## src/rtl/smpc_pad_scanner.sv

```systemverilog
// SMPC peripheral-port sequencer: walks TH/TR select codes on each enabled port, formats peripheral bytes into OREG.
// Latency per port: 4*(SETTLE+2) CE ticks of scanning, then one CE tick per emitted byte, plus NEXT and FIN ticks.
// Backpressure: none; the OREG write port always accepts, and CE=0 freezes all state and masks the strobes.
module smpc_pad_scanner #(
  parameter int SETTLE    = 8,
  parameter int BASE_ADDR = 0
) (
  input  logic       CLK,
  input  logic       RST_N,
  input  logic       CE,
  input  logic       START,
  input  logic [1:0] PORT_EN,
  output logic       BUSY,
  output logic       DONE,
  output logic       OUT_WE,
  output logic [4:0] OUT_ADDR,
  output logic [7:0] OUT_DATA,
  output logic [4:0] OUT_LEN,
  input  logic [6:0] P1I,
  output logic [6:0] P1O,
  input  logic [6:0] P2I,
  output logic [6:0] P2O
);

  typedef enum logic [2:0] {
    S_IDLE, S_SEL, S_SETTLE, S_SAMPLE, S_EMIT, S_NEXT, S_FIN
  } state_t;

  localparam logic [6:0] PORT_IDLE = 7'h60;

  state_t           state, state_nx;
  logic [1:0]       phase;
  logic             port;        // 0 = port 1, 1 = port 2
  logic [1:0]       pen;
  logic [7:0]       cnt;
  logic [3:0][3:0]  nib;
  logic [4:0]       addr, len, out_len;
  logic [1:0]       bidx;
  logic [2:0]       nbytes;
  logic [7:0]       byte_dat;
  logic             last_byte;
  logic [6:0]       p1o_q, p2o_q;
  logic             unused_pins;

  // Only the data nibble of each port is read; TH/TR/bit4 echo back what we drive.
  assign unused_pins = ^{P1I[6:4], P2I[6:4]};

  assign OUT_ADDR = addr;
  assign OUT_LEN  = out_len;
  assign P1O      = p1o_q;
  assign P2O      = p2o_q;

  // Classify the device from nib3 and pick the byte for the current emit slot.
  always_comb begin
    nbytes   = 3'd2;
    byte_dat = 8'hFF;
    if (nib[3] == 4'hF) begin
      nbytes   = 3'd1;
      byte_dat = 8'hF0;
    end else if (nib[3][2:0] == 3'b100) begin
      nbytes = 3'd4;
      case (bidx)
        2'd0:    byte_dat = 8'hF1;
        2'd1:    byte_dat = 8'h02;
        2'd2:    byte_dat = {nib[0], nib[1]};
        default: byte_dat = {nib[2], nib[3][3], 3'b111};
      endcase
    end else if (bidx == 2'd0) begin
      byte_dat = 8'hF1;
    end
  end

  assign last_byte = ({1'b0, bidx} == (nbytes - 3'd1));

  // State register.
  always_ff @(posedge CLK or negedge RST_N) begin
    if (!RST_N) state <= S_IDLE;
    else        state <= state_nx;
  end

  // Next-state decode and state-derived outputs; strobes are masked when CE is low.
  always_comb begin
    state_nx = state;
    if (CE) begin
      case (state)
        S_IDLE:   if (START) state_nx = (PORT_EN != 2'b00) ? S_SEL : S_FIN;
        S_SEL:    state_nx = S_SETTLE;
        S_SETTLE: if (cnt <= 8'd1) state_nx = S_SAMPLE;
        S_SAMPLE: state_nx = (phase == 2'd3) ? S_EMIT : S_SEL;
        S_EMIT:   if (last_byte) state_nx = S_NEXT;
        S_NEXT:   state_nx = (!port && pen[1]) ? S_SEL : S_FIN;
        S_FIN:    state_nx = S_IDLE;
        default:  state_nx = S_IDLE;
      endcase
    end
    BUSY     = (state != S_IDLE) && (state != S_FIN);
    DONE     = CE && (state == S_FIN);
    OUT_WE   = CE && (state == S_EMIT);
    OUT_DATA = (state == S_EMIT) ? byte_dat : 8'h00;
  end

  // Datapath: select drive, settle timer, nibble capture, address/length counters.
  always_ff @(posedge CLK or negedge RST_N) begin
    if (!RST_N) begin
      phase   <= 2'd0;
      port    <= 1'b0;
      pen     <= 2'b00;
      cnt     <= 8'd0;
      nib     <= '0;
      addr    <= 5'(BASE_ADDR);
      len     <= 5'd0;
      out_len <= 5'd0;
      bidx    <= 2'd0;
      p1o_q   <= PORT_IDLE;
      p2o_q   <= PORT_IDLE;
    end else if (CE) begin
      case (state)
        S_IDLE: if (START) begin
          pen   <= PORT_EN;
          phase <= 2'd0;
          port  <= ~PORT_EN[0];
          addr  <= 5'(BASE_ADDR);
          len   <= 5'd0;
          if (PORT_EN == 2'b00) out_len <= 5'd0;
        end
        S_SEL: begin
          cnt <= 8'(SETTLE);
          if (port) p2o_q <= {phase, 5'b0};
          else      p1o_q <= {phase, 5'b0};
        end
        S_SETTLE: cnt <= cnt - 8'd1;
        S_SAMPLE: begin
          nib[phase] <= port ? P2I[3:0] : P1I[3:0];
          phase      <= phase + 2'd1;
          bidx       <= 2'd0;
        end
        S_EMIT: begin
          addr <= addr + 5'd1;
          len  <= len + 5'd1;
          bidx <= bidx + 2'd1;
        end
        S_NEXT: begin
          if (port) p2o_q <= PORT_IDLE;
          else      p1o_q <= PORT_IDLE;
          if (!port && pen[1]) begin
            port  <= 1'b1;
            phase <= 2'd0;
          end else begin
            out_len <= len;
          end
        end
        default: ;
      endcase
    end
  end

endmodule

```

## config.mk

```make
export PLATFORM = sky130hd
export DESIGN_NAME = smpc_pad_scanner
export DESIGN_NICKNAME = d
export VERILOG_FILES = /design/src/rtl/smpc_pad_scanner.sv
export SDC_FILE = /design/constraint.sdc
export NUM_CORES = 1
export LEC_CHECK = 0
export BUFFER_PORTS_ARGS = -buffer_cell sky130_fd_sc_hd__buf_4
export CORE_ASPECT_RATIO = 2
export CORE_MARGIN = 2
export CORE_UTILIZATION = 52
export DETAILED_ROUTE_END_ITERATION = 10
export PLACE_DENSITY = 0.83
export SETUP_SLACK_MARGIN = 0.05
export SLEW_MARGIN = 40
export SYNTH_ARGS = -nofsm -noshare
export SYNTH_HDL_FRONTEND = slang
export SYNTH_SLANG_ARGS = --single-unit
```

## constraint.sdc

```tcl
create_clock -name CLK -period 1.9 [get_ports CLK]
set_input_delay 0.095 -clock CLK [delete_from_list [all_inputs] [get_ports CLK]]
set_output_delay 0.095 -clock CLK [all_outputs]
set_load 0.02 [all_outputs]
```

Word level (Yosys, flattened, before mapping)
Cells that the tools add are included.
{ "classes": {"n_addsub": 6, "order_cmp": 3, "eq_ne": 23, "n_mux": 39, "bitwise_logic": 1, "reduce_logical": 28} }
{ "ops": {"columns": ["op", "n"], "rows": [
  ["$pmux W5 S2", 3],
  ["$mux W7", 4],
  ["$pmux W7 S2", 2],
  ["$mux W3", 8],
  ["$mux W8", 3],
  ["$pmux W8 S3", 1],
  ["$mux W5", 4],
  ["$ne A2 B2 Y1 const B", 10],
  ["$reduce_and A4 Y1", 5],
  ["$pmux W3 S6", 1],
  ["$bwmux W16", 1],
  ["$pmux W8 S2", 1],
  ["$eq A3 B3 Y1 const B", 4],
  ["$mux W4", 3],
  ["$reduce_bool A2 Y1", 6],
  ["$add A5 B1 Y5 const B", 2],
  ["$demux W4 S2", 1],
  ["$le A8 B1 Y1 const B", 1],
  ["$sub A8 B1 Y8 const B", 1],
  ["$eq A3 B2 Y1 const B", 2],
  ["$pmux W2 S3", 1],
  ["$reduce_and A2 Y1", 3],
  ["$reduce_and A3 Y1", 2],
  ["$reduce_bool A3 Y1", 2],
  ["20 further kinds", 29]
]} }
{ "totals": {"regBits": 63, "inputBits": 20, "wordCells": 115} }

Depth between registers and ports, before layout
{ "depth": {"depth_word": 7, "mapped_depth": 8} }

Worst setup path after synthesis
OpenSTA, ideal clock, no wires.
{ "synth_timing": {"path_type": "reg-to-output", "startpoint": "register state[0]", "endpoint": "output port OUT_DATA[0]", "arrival_ns": 1.575, "required_ns": 1.805, "setup_slack_ns": 0.230, "path_stages_with_launch": 5, "cell_sequence": "dfrtp_1 buf_6 or3b_1 clkbuf_1 a221oi_1"} }
{ "synth_between": {"elab_chain_len": 2} }
{ "synth_lines": {"columns": ["element", "line", "source"], "rows": [
  ["start: declaration", "31", "state_t state, state_nx;"],
  ["start signal: assignment", "78", "else state <= state_nx;"],
  ["$eq A3 B3 Y1", "99", "OUT_DATA = (state == S_EMIT) ? byte_dat : 8'h00;"],
  ["$mux W8", "99", null],
  ["end: declaration", "17", "output logic [7:0] OUT_DATA,"]
]} }
No other way between the ends.

Worst setup path in the final report
{ "layout_timing": {"startpoint": "register state[2]", "endpoint": "register cnt[7]"} }
{ "layout_between": {"elab_chain_len": 3} }
{ "layout_lines": {"columns": ["element", "line", "source"], "rows": [
  ["$eq A3 B2 Y1 / $eq A3 B1 Y1 (equally long branches)", "117", "case (state)"],
  ["$reduce_bool A2 Y1 (no line)", null, null],
  ["$reduce_and A2 Y1 (no line)", null, null],
  ["end signal: assignment", "127", "cnt <= 8'(SETTLE);"],
  ["end signal: assignment", "131", "S_SETTLE: cnt <= cnt - 8'd1;"],
  ["end: declaration", "35", "logic [7:0] cnt;"]
]} }
Parallel ways exist; a longest one is shown, timed or not.
A chain may end at the register's enable or synchronous reset.

==> key figures <==
Yosys
  • Mapped cell area: 2902 um^2
  • Seq/Total Area, Yosys: 45.02%
  • Async SR Flop Fraction: 100.0%
  • #FFs+latches synth: 52
  • Synth warnings: 0
  • Cell variety after synth: 54
  • Post-synth EDFFs: 0
  • Avg Inst Size Synth: 9.330 um^2
  • Mapped Cells: 311
  • Top FF cell, synth: dfrtp_1

Place
  • Placed cells: 409
  • Routability cong.: 0.8794
  • HPWL after detailed placement: 5107 um
  • Number of I/O port buffers: 38
  • Area after DPL: 3269 um^2

Final layout
  • Layout Utilization: 64.45%
  • Layout Nets: 393
  • Layout cells sized above 1: 26.72%
  • Post-route cell area: 3493 um^2
  • # diodes: 0
  • Area Growth Syn to Fin: 20.40%
  • Fin cells: 423
  • Number of fill cells: 457

GRT
  • Antenna violations before repair: 0
  • GRT overflow: 0
  • Vias in the first global route: 2470
  • First-pass GRT wire length: 11230 um
  • Tot GR Track Use: 23.57%
  • Largest net degree at the start of global routing: 53

CTS
  • Clock slew seen by the registers of the worst setup and hold paths: 90 ps
  • Htree depth: 2
  • TritonCTS clock tree: yes
  • CTS max path bufs: 2
  • Clk sinks: 52
  • Cts bufs inserted: 5
  • Clk root buf: clkbuf_8
  • Clk_lat worst skew: 330 ps

Worst setup path
  • WP data arrival: 1990 ps
  • CP max-delay cell: or4b_1
  • CP Max Fanout: 9
  • Setup CP Type: reg2reg
  • CP cell instances: buf_4, or4b_1, nor4_2, xnor2_1, a21oi_1
  • CP Launch Type: flip-flop
  • Reg-to-Reg End: cnt[7]
  • Crit path largest cell delay: 540 ps
  • FF-to-FF Start: state[2]
  • Worst r2r path cells: 5
  • Critical path endpoint category: flip-flop
  • Slack of the worst reg-to-reg path: 120 ps
  • Critical Path RT: 2110 ps

Flow run
  • Max_cap viols: 0

Worst hold path
  • WHS Path Cells: 2
  • Endpoint, Worst Hold: pen[1]
  • Min-delay src: PORT_EN[1]
  • Hold/Removal Path Class: in2reg

Floorplan
  • Starting Density: 53.53%
  • Row count: 38
  • DIE WIDTH: 56.82 um
  • I/O pins: 55
  • Core Area: 5420 um^2
  • Die Span Y: 109.6 um
  • Die area: 6230 um^2

STA
  • Setup TNS Final: 0 ps
  • Worst Clk Skew: 8.940 ps
  • Tmin final: 1777 ps
  • Final setup violation count: 0
  • Max-slew violation total from the final report: 0
  • Fmax: 562.8 MHz
  • Final Hold Violating Endpoints: 0
  • Worst hold slack: 40.67 ps
  • Worst-margin pin slew: 647.8 ps
  • RSZ-0062 raised after global routing: true
  • Final period util: 93.52%
  • Rel. slew slack: 56.81%

Drt
  • Initial drt markers: 107
  • DR WL/cell: 16.14 um
  • Detailed-route via count: 2488
  • Detailed Route WL: 6827 um
  • Drt drc: 0
  • Remaining antenna violation count after routing: 0
  • Vias per std cell: 5.882
  • Drt pass-1 iters: 4

Status
  • Outcome: completed

Power
  • Pleak: 0.001612 uW
  • Worst IR drop on VDD: 0.0009966 V
  • PwrDens: 1489 nW/um^2
## Yosys cell counts (3+ instances only)
library cell | count | area [um^2]
dfrtp_1 | 48 | 1201
nand2_1 | 37 | 138.9
o21ai_0 | 35 | 175.2
a21oi_1 | 23 | 115.1
nor2_1 | 14 | 52.55
ha_1 | 11 | 137.6
buf_4 | 10 | 75.07
inv_1 | 10 | 37.54
a22o_1 | 9 | 78.83
nand3_1 | 9 | 45.04
nand4_1 | 8 | 50.05
nor3_1 | 7 | 35.03
and3_1 | 6 | 37.54
buf_2 | 6 | 30.03
clkbuf_1 | 6 | 22.52
mux2i_1 | 5 | 50.05
dfstp_2 | 4 | 105.1
nand2b_1 | 4 | 25.02
nor2b_1 | 4 | 25.02
xnor2_1 | 4 | 35.03
a221oi_1 | 3 | 26.28
a22oi_1 | 3 | 22.52
mux2_2 | 3 | 33.78
nand3b_1 | 3 | 22.52
or3_1 | 3 | 18.77
xor2_1 | 3 | 26.28
## report_power, final
group	switching, uW	total [uW]	internal, uW
combinational	1480	2630	1150
clock	386	649	263
sequential	391	1930	1540
## area by class of cell
type                    count  area [um^2]  share of cell area, %
clock buffers               6        72.57                  2.077
clock inverters             2        16.27                 0.4656
inverters                  10        40.04                  1.146
multi-input cells         233         1523                  43.59
flip-flops and latches     52         1311                  37.54
well taps                  60        75.07                  2.149
repair buffers             60        455.4                  13.04
## critical path, delay by kind of cell, from the launching register on
| kind | cells | cell delay [ps] |
|---|---|---|
| buf+inv | 1 | 160 |
| simple gates | 2 | 860 |
| xor+xnor | 1 | 160 |
| flops | 1 | 410 |
| compound gates | 1 | 60 |
## flip-flops by register name, indices dropped and copies added (netlist names)
signal and cells:
port 1, len 5, P2O 2, P1O 2, nib 16, phase 2, bidx 2, OUT_LEN 5
cnt 8, state 3, pen 1, OUT_ADDR 5
## repair_timing
action / in CTS / in global routing
setup buffers: 3 / 1
resized for setup: 10 / 14
hold buffers: 2 / 0
setup endpoints to repair: 8 / 11
endpoints found under the hold margin: 49 / 0
pin swaps: 0 / 3
## how the worst max path moves through the flow
stage | startpoint | endpoint | slack (ps) | depth (start not counted)
after global routing | state[2] | cnt[7] | 40 | 5
after detailed placement | cnt[3] | state[2] | 140 | 4
after global placement | cnt[3] | state[2] | 150 | 4
after floorplan | state[0] | OUT_DATA[0] | 230 | 4
final | state[2] | cnt[7] | 120 | 5
after CTS | bidx[1] | OUT_DATA[1] | 50 | 6
## through the flow
step / power [uW] / setup WS [ps]
after CTS: 5108 / 53.81
after global routing: 5595 / 39.28
after floorplan: 3516 / 230.1
after detailed placement: 4362 / 136.7
final: 5202 / 123.0
after global placement: 4256 / 153.3
## layout by cell type (no fill, tap or decap), drive strengths merged, types with 2 or more instances in the layout
cell | synthesis | routed
buf | 19 | 58
dfrtp | 48 | 48
nand2 | 37 | 37
o21ai | 35 | 35
a21oi | 23 | 23
nor2 | 14 | 14
ha | 11 | 11
conb | 1 | 10
inv | 10 | 10
nand3 | 9 | 9
a22o | 9 | 9
nand4 | 8 | 8
nor3 | 7 | 7
and3 | 6 | 6
clkbuf | 6 | 6
mux2i | 5 | 5
dfstp | 4 | 4
nand2b | 4 | 4
xnor2 | 4 | 4
nor2b | 4 | 4
or3 | 4 | 4
nand3b | 3 | 3
mux2 | 3 | 3
xor2 | 3 | 3
a22oi | 3 | 3
a221oi | 3 | 3
nor4 | 3 | 3
o21bai | 2 | 2
and4 | 2 | 2
a31oi | 2 | 2
dlygate4sd3 | 0 | 2
## metal layers
layer | GRT usage [%] | part of all wire (%) | vias up
met2 | 43.02 | 56 | 65
met3 | 3.882 | 3.3 | 25
met5 | 0 | 0 | -
li1 | - | - | 1199
met1 | 24.46 | 36 | 1199
met4 | 14.95 | 4.5 | 0
## cell families after synthesis
group | share of synthesized area [%]
and+or+nand+nor | 19.36
AOI/OAI and AO/OA | 19.41
DFF | 45.02
buffers and inverters | 6.339
adders and majority gates | 4.743
muxes | 2.889
xor gates and xnor gates | 2.113
other | 0.1292
Power figures use the tool's default switching activity.
